**src/rtl/uart_rx.sv**
```systemverilog
// UART receiver: 2-flop synchroniser, centre-sampling FSM, registered byte/strobes.
// Define UART_RX_PARITY_EN to add an even-parity bit after the data bits.
module uart_rx #(
  parameter int unsigned CLKS_PER_BIT = 1,
  parameter int unsigned m            = 8
) (
  input  logic         i_clk,
  input  logic         i_rst_n,
  input  logic         i_Rx_serial,
  input  logic         i_enable,
  output logic         o_Rx_DV,
  output logic [m-1:0] o_Rx_b,
  output logic         o_Rx_active,
  output logic         o_frame_err,
  output logic         o_parity_err
);

  localparam int unsigned CNT_W = $clog2(CLKS_PER_BIT + 1);
  localparam int unsigned IDX_W = (m > 1) ? $clog2(m) : 1;

  localparam logic [CNT_W-1:0] HALF     = CNT_W'((CLKS_PER_BIT - 1) / 2);
  localparam logic [CNT_W-1:0] LAST     = CNT_W'(CLKS_PER_BIT - 1);
  localparam logic [IDX_W-1:0] IDX_LAST = IDX_W'(m - 1);

  typedef enum logic [2:0] {
    S_IDLE    = 3'd0,
    S_START   = 3'd1,
    S_DATA    = 3'd2,
    S_PARITY  = 3'd3,
    S_STOP    = 3'd4,
    S_CLEANUP = 3'd5
  } state_t;

  state_t           state, state_d;
  logic [CNT_W-1:0] cnt, cnt_d;
  logic [IDX_W-1:0] idx, idx_d;
  logic [m-1:0]     shreg, shreg_d;
  logic [m-1:0]     rx_b_d;
  logic             dv_d, fe_d, pe_d, active_d;
  logic             rx_meta, rx_s;
  logic             parity_bad;

`ifdef UART_RX_PARITY_EN
  logic par, par_d;
  assign parity_bad = (^shreg) ^ par;
`else
  assign parity_bad = 1'b0;
`endif

  // Line synchroniser; idles high so reset never looks like a start bit
  always_ff @(posedge i_clk or negedge i_rst_n) begin
    if (!i_rst_n) begin
      rx_meta <= 1'b1;
      rx_s    <= 1'b1;
    end else begin
      rx_meta <= i_Rx_serial;
      rx_s    <= rx_meta;
    end
  end

  always_ff @(posedge i_clk or negedge i_rst_n) begin
    if (!i_rst_n) begin
      state        <= S_IDLE;
      cnt          <= '0;
      idx          <= '0;
      shreg        <= '0;
      o_Rx_b       <= '0;
      o_Rx_DV      <= 1'b0;
      o_Rx_active  <= 1'b0;
      o_frame_err  <= 1'b0;
      o_parity_err <= 1'b0;
`ifdef UART_RX_PARITY_EN
      par          <= 1'b0;
`endif
    end else begin
      state        <= state_d;
      cnt          <= cnt_d;
      idx          <= idx_d;
      shreg        <= shreg_d;
      o_Rx_b       <= rx_b_d;
      o_Rx_DV      <= dv_d;
      o_Rx_active  <= active_d;
      o_frame_err  <= fe_d;
      o_parity_err <= pe_d;
`ifdef UART_RX_PARITY_EN
      par          <= par_d;
`endif
    end
  end

  // Next-state and output decode; strobes default low so they last one cycle
  always_comb begin
    state_d  = state;
    cnt_d    = cnt;
    idx_d    = idx;
    shreg_d  = shreg;
    rx_b_d   = o_Rx_b;
    dv_d     = 1'b0;
    fe_d     = 1'b0;
    pe_d     = 1'b0;
    active_d = o_Rx_active;
`ifdef UART_RX_PARITY_EN
    par_d    = par;
`endif
    case (state)
      S_IDLE: begin
        cnt_d = '0;
        idx_d = '0;
        if (i_enable && !rx_s) begin
          state_d  = S_START;
          active_d = 1'b1;
        end
      end
      S_START: begin
        if (cnt == HALF) begin
          cnt_d = '0;
          if (!rx_s) begin
            state_d = S_DATA;
          end else begin
            state_d  = S_IDLE;
            active_d = 1'b0;
          end
        end else begin
          cnt_d = cnt + CNT_W'(1);
        end
      end
      S_DATA: begin
        if (cnt == LAST) begin
          cnt_d        = '0;
          shreg_d[idx] = rx_s;
          if (idx == IDX_LAST) begin
            idx_d = '0;
`ifdef UART_RX_PARITY_EN
            state_d = S_PARITY;
`else
            state_d = S_STOP;
`endif
          end else begin
            idx_d = idx + IDX_W'(1);
          end
        end else begin
          cnt_d = cnt + CNT_W'(1);
        end
      end
`ifdef UART_RX_PARITY_EN
      S_PARITY: begin
        if (cnt == LAST) begin
          cnt_d   = '0;
          par_d   = rx_s;
          state_d = S_STOP;
        end else begin
          cnt_d = cnt + CNT_W'(1);
        end
      end
`endif
      S_STOP: begin
        if (cnt == LAST) begin
          cnt_d   = '0;
          state_d = S_CLEANUP;
          if (!rx_s) begin
            fe_d = 1'b1;
          end else if (parity_bad) begin
            pe_d = 1'b1;
          end else begin
            dv_d   = 1'b1;
            rx_b_d = shreg;
          end
        end else begin
          cnt_d = cnt + CNT_W'(1);
        end
      end
      S_CLEANUP: begin
        state_d  = S_IDLE;
        active_d = 1'b0;
      end
      default: begin
        state_d  = S_IDLE;
        active_d = 1'b0;
        cnt_d    = '0;
        idx_d    = '0;
      end
    endcase
  end

endmodule
```
**config.mk**
```make
export PLATFORM = sky130hd
export DESIGN_NAME = uart_rx
export DESIGN_NICKNAME = d
export VERILOG_FILES = /design/src/rtl/uart_rx.sv
export SDC_FILE = /design/constraint.sdc
export NUM_CORES = 1
export LEC_CHECK = 0
export CAP_MARGIN = 20
export CORE_UTILIZATION = 29
export DETAILED_ROUTE_END_ITERATION = 7
export GPL_TIMING_DRIVEN = 1
export PLACE_DENSITY = 0.48
export SLEW_MARGIN = 20
export SYNTH_ARGS = -nofsm -noshare
export SYNTH_HDL_FRONTEND = slang
export SYNTH_SLANG_ARGS = --single-unit
```
**constraint.sdc**
```tcl
create_clock -name i_clk -period 2.34 [get_ports i_clk]
set_input_delay 0.351 -clock i_clk [delete_from_list [all_inputs] [get_ports i_clk]]
set_output_delay 0.351 -clock i_clk [all_outputs]
set_load 0.02 [all_outputs]
```
==> impl_metrics.py <==
metrics = {
    "status": {
        "run_status": "complete, no violations",
    },
    "power": {
        "power.ir.vdd_worst_mv": 0.277,
        "power_frac_seq_pct": 56.6,
        "p_comb_share_pct": 20.4,
        "share_clk_of_total_power_pct": 23.1,
        "power_per_cell_area_mw_per_mm2": 804,
        "switching_share_pct": 28.7,
        "totalPowerFinal_uw": 1110,
        "internal_power_uw": 791,
        "leakage_uw": 0.000631,
        "total_switching_power_uw": 319,
    },
    "global_route": {
        "antenna_found_initial": 0,
        "vias_in_the_first_global_route": 748,
        "grt-busiest-layer": "met2",
        "grt_first_pass_wirelength_microns": 3460,
        "groute.layer.met2.usage_pct": 16.2,
        "use_met3_pct": 1.56,
        "globalRoute.totalOverflow": 0,
        "grt_start_max_net_pins": 17,
        "gr-usage-all-layers_pct": 10.7,
        "globalRouteMet1Util_pct": 14.7,
    },
    "worst_setup_path": {
        "crit_path_start": "rx_s",
        "cp_max_fo": 11,
        "cp_data_required_time_ns": 2.50,
        "path_cells": "inv_1, nor3_4, mux2_2",
        "cp_data_arrival_time_ns": 1.83,
        "critical_path.endpoint": "o_Rx_b[3]",
        "startpoint_type": "flop",
        "worstRegToRegCells": 3,
        "timing.critical_path.slowest_cell_delay_ns": 0.64,
        "ff2ff_setup_slack_ns": 0.67,
        "cp_slowest_cell": "sky130_fd_sc_hd__dfstp_2",
        "path_class": "flop to flop",
        "path_buf_inv": 1,
        "critPathCaptureType": "flop",
        "timing.critical_path.depth": 3,
        "reg2reg_from": "rx_s",
        "category_of_cells_accounting_for_the_largest_share_of_critical_path_delay": "flip-flops",
        "timing.rr.end": "o_Rx_b[3]",
    },
    "routing": {
        "vias": 678,
        "firstDrtPassIters": 4,
        "routed_wirelength_microns": 1810,
        "viasPerCell": 4.52,
        "drt_iter0_drc": 9,
        "route.detailed.drc": 0,
        "postRouteAntennaNets": 0,
        "drt-wirelength-per-cell_microns": 12.1,
    },
    "logic_synthesis": {
        "yosys.cell_count.top_type": "sky130_fd_sc_hd__dfrtp_1",
        "async_flop_share_pct": 100,
        "syn_avg_cell_area_sq_um": 13.2,
        "synthesis.instances": 88,
        "postSynthNetCount": 94,
        "synth_enable_flop_cells": 0,
        "synth_top_area_cell": "sky130_fd_sc_hd__dfrtp_1",
        "post-synth-top-area-fraction_pct": 53.9,
        "ys_dominant_reg_cell": "sky130_fd_sc_hd__dfrtp_1",
        "synth.yosys.warnings": 0,
        "syn_area_sq_mm": 0.00116,
        "ys_seq_elements": 27,
        "synth.yosys.seq_area_share_pct": 58.4,
        "yosys.cell_types.count": 26,
        "synth_top_cells_by_area": "sky130_fd_sc_hd__dfrtp_1 54%, sky130_fd_sc_hd__mux2_2 16%, sky130_fd_sc_hd__dfstp_2 4.5%, sky130_fd_sc_hd__nor2_1 2.3%, sky130_fd_sc_hd__ha_1 2.2%",
        "netlist_top_cells_count": "25 x sky130_fd_sc_hd__dfrtp_1, 16 x sky130_fd_sc_hd__mux2_2, 7 x sky130_fd_sc_hd__nor2_1, 6 x sky130_fd_sc_hd__nand2_1",
    },
    "place": {
        "gp_congestion": 0.690,
        "port_buffers": 14,
        "placed_wire_length_estimate_after_detailed_placement_microns": 1330,
        "dp.cells": 146,
    },
    "sta": {
        "share_of_the_clock_period_used_by_the_worst_path_pct": 71.5,
        "final-max-slew-violation-count": 0,
        "final_hold_viol_count": 0,
        "tightestPinTransition_ns": 0.509,
        "setup-violations-final": 0,
        "rsz0062_at_grt": "no",
        "finalWorstPathRequiredPeriod_ns": 1.67,
        "finClkSkew_ns": 0.00112,
        "fmaxAchievable_ghz": 0.598,
        "relSlewSlack_pct": 66.0,
        "finalSetupTns_ns": 0,
    },
    "clocking": {
        "htree_num_levels": 1,
        "postCtsSetupBuffers": 0,
        "tritoncts.num_buffers": 3,
        "root_buffer": "sky130_fd_sc_hd__clkbuf_8",
        "clock_sink_count": 27,
        "clkTransAtPathRegs_ns": 0.09,
        "tritoncts_clock_tree": "built",
        "post_cts_resized": 0,
        "cts_hold_repair.buffers": 0,
        "maximum_count_of_clock_buffers_along_a_single_path": 2,
        "worstSkewPairLatency_ns": 0.27,
    },
    "final_layout": {
        "stdcell_count": 150,
        "final_layout_size_suffix_gt1_share_pct": 26.5,
        "fin_util_pct": 36.9,
        "antenna_cells": 0,
        "flow.area_growth_from_synthesis_pct": 18.9,
        "nets": 109,
    },
    "die": {
        "design.die.area_sq_mm": 0.00426,
        "die_w_microns": 65.3,
        "design.portCount": 16,
        "fp.dieH_microns": 65.3,
        "initial_utilization_pct": 31.0,
        "core_area_sq_mm": 0.00374,
        "row_count": 22,
    },
    "flow_run": {
        "max-cap-violations": 0,
    },
    "worst_hold_path": {
        "hold_class": "flop to flop",
    },
}
[state kept, by name (all words and copies together), names as in the netlist]
signal,flops
rx_s,1
o_frame_err,1
state,3
idx,3
o_Rx_b,8
shreg,8
o_Rx_DV,1
o_Rx_active,1
rx_meta,1
[cells in the final DEF, fill, tap and decap left out]
cell type and n:
sky130_fd_sc_hd__nor3_4 1, sky130_fd_sc_hd__nand2b_4 1, sky130_fd_sc_hd__nor2b_1 3, sky130_fd_sc_hd__nor3_1 3, sky130_fd_sc_hd__inv_1 1, sky130_fd_sc_hd__o21ai_0 3, sky130_fd_sc_hd__mux2_1 1, sky130_fd_sc_hd__dfstp_2 2
sky130_fd_sc_hd__clkbuf_8 3, sky130_fd_sc_hd__nor4b_4 1, sky130_fd_sc_hd__nand3b_1 1, sky130_fd_sc_hd__a2bb2oi_1 1, sky130_fd_sc_hd__a21oi_1 2, sky130_fd_sc_hd__conb_1 1, sky130_fd_sc_hd__mux2_2 16, sky130_fd_sc_hd__clkinv_2 1
sky130_fd_sc_hd__and4bb_2 1, sky130_fd_sc_hd__nand2_1 6, sky130_fd_sc_hd__dfrtp_1 25, sky130_fd_sc_hd__ha_1 2, sky130_fd_sc_hd__nand3_1 2, sky130_fd_sc_hd__a22o_1 2, sky130_fd_sc_hd__buf_4 1, sky130_fd_sc_hd__nor2_1 7
sky130_fd_sc_hd__nand2b_1 1, sky130_fd_sc_hd__clkdlybuf4s50_1 14
[layout make-up]
type / instances / area [sq um]
repair buffers: 15 / 148
flip-flops and latches: 27 / 678
inverters: 1 / 3.75
clock buffers: 3 / 41.3
fillers: 388 / 2360
multi-input cells: 55 / 444
clock inverters: 1 / 5.00
well taps: 48 / 60.1
[how the worst min path moves through the flow]
stage / startpoint / endpoint / cells after the start
2_1_floorplan: i_rst_n / idx[0] / 0
3_3_place_gp: rx_meta / rx_s / 0
3_5_place_dp: rx_meta / rx_s / 0
4_1_cts: rx_meta / rx_s / 0
5_1_grt: rx_meta / rx_s / 0
6_report: rx_meta / rx_s / 0
[metal layers]
layer  routed length [microns]  vias up
met5                         0        -
met3                        55        4
li1                          -      330
met1                       900      331
met2                       814       13
met4                        40        0
[logic make-up (layout without fill, tap and decap cells)]
family	count (synthesis)	in the layout	share of synthesized area [%]
AO/OA/AOI/OAI	8	8	4.42
adder cells (fa/ha/maj)	2	2	2.15
buffers and inverters	6	20	3.34
flip-flops	27	27	58.4
multiplexers	17	17	16.5
other	1	1	0.323
AND/OR/NAND/NOR	27	27	14.9
[power by group through the flow]
stage | clock network, uW | registers [uW] | logic, uW
after global placement | 0 | 634 | 224
after floorplan | 0 | 597 | 214
final | 256 | 627 | 226
after global routing | 288 | 644 | 255
after detailed placement | 0 | 639 | 230
after CTS | 267 | 629 | 231
[through the flow]
step           worst slack, ns  hold WS, ns  cell area (sq um)
2_1_floorplan            0.952       0.0554               1160
3_3_place_gp             0.673        0.350               1330
3_5_place_dp             0.625        0.355               1330
4_1_cts                  0.617        0.369               1380
5_1_grt                  0.529        0.373               1380
6_report                 0.667        0.366               1380
No activity file was read; power rests on OpenSTA's default activity.
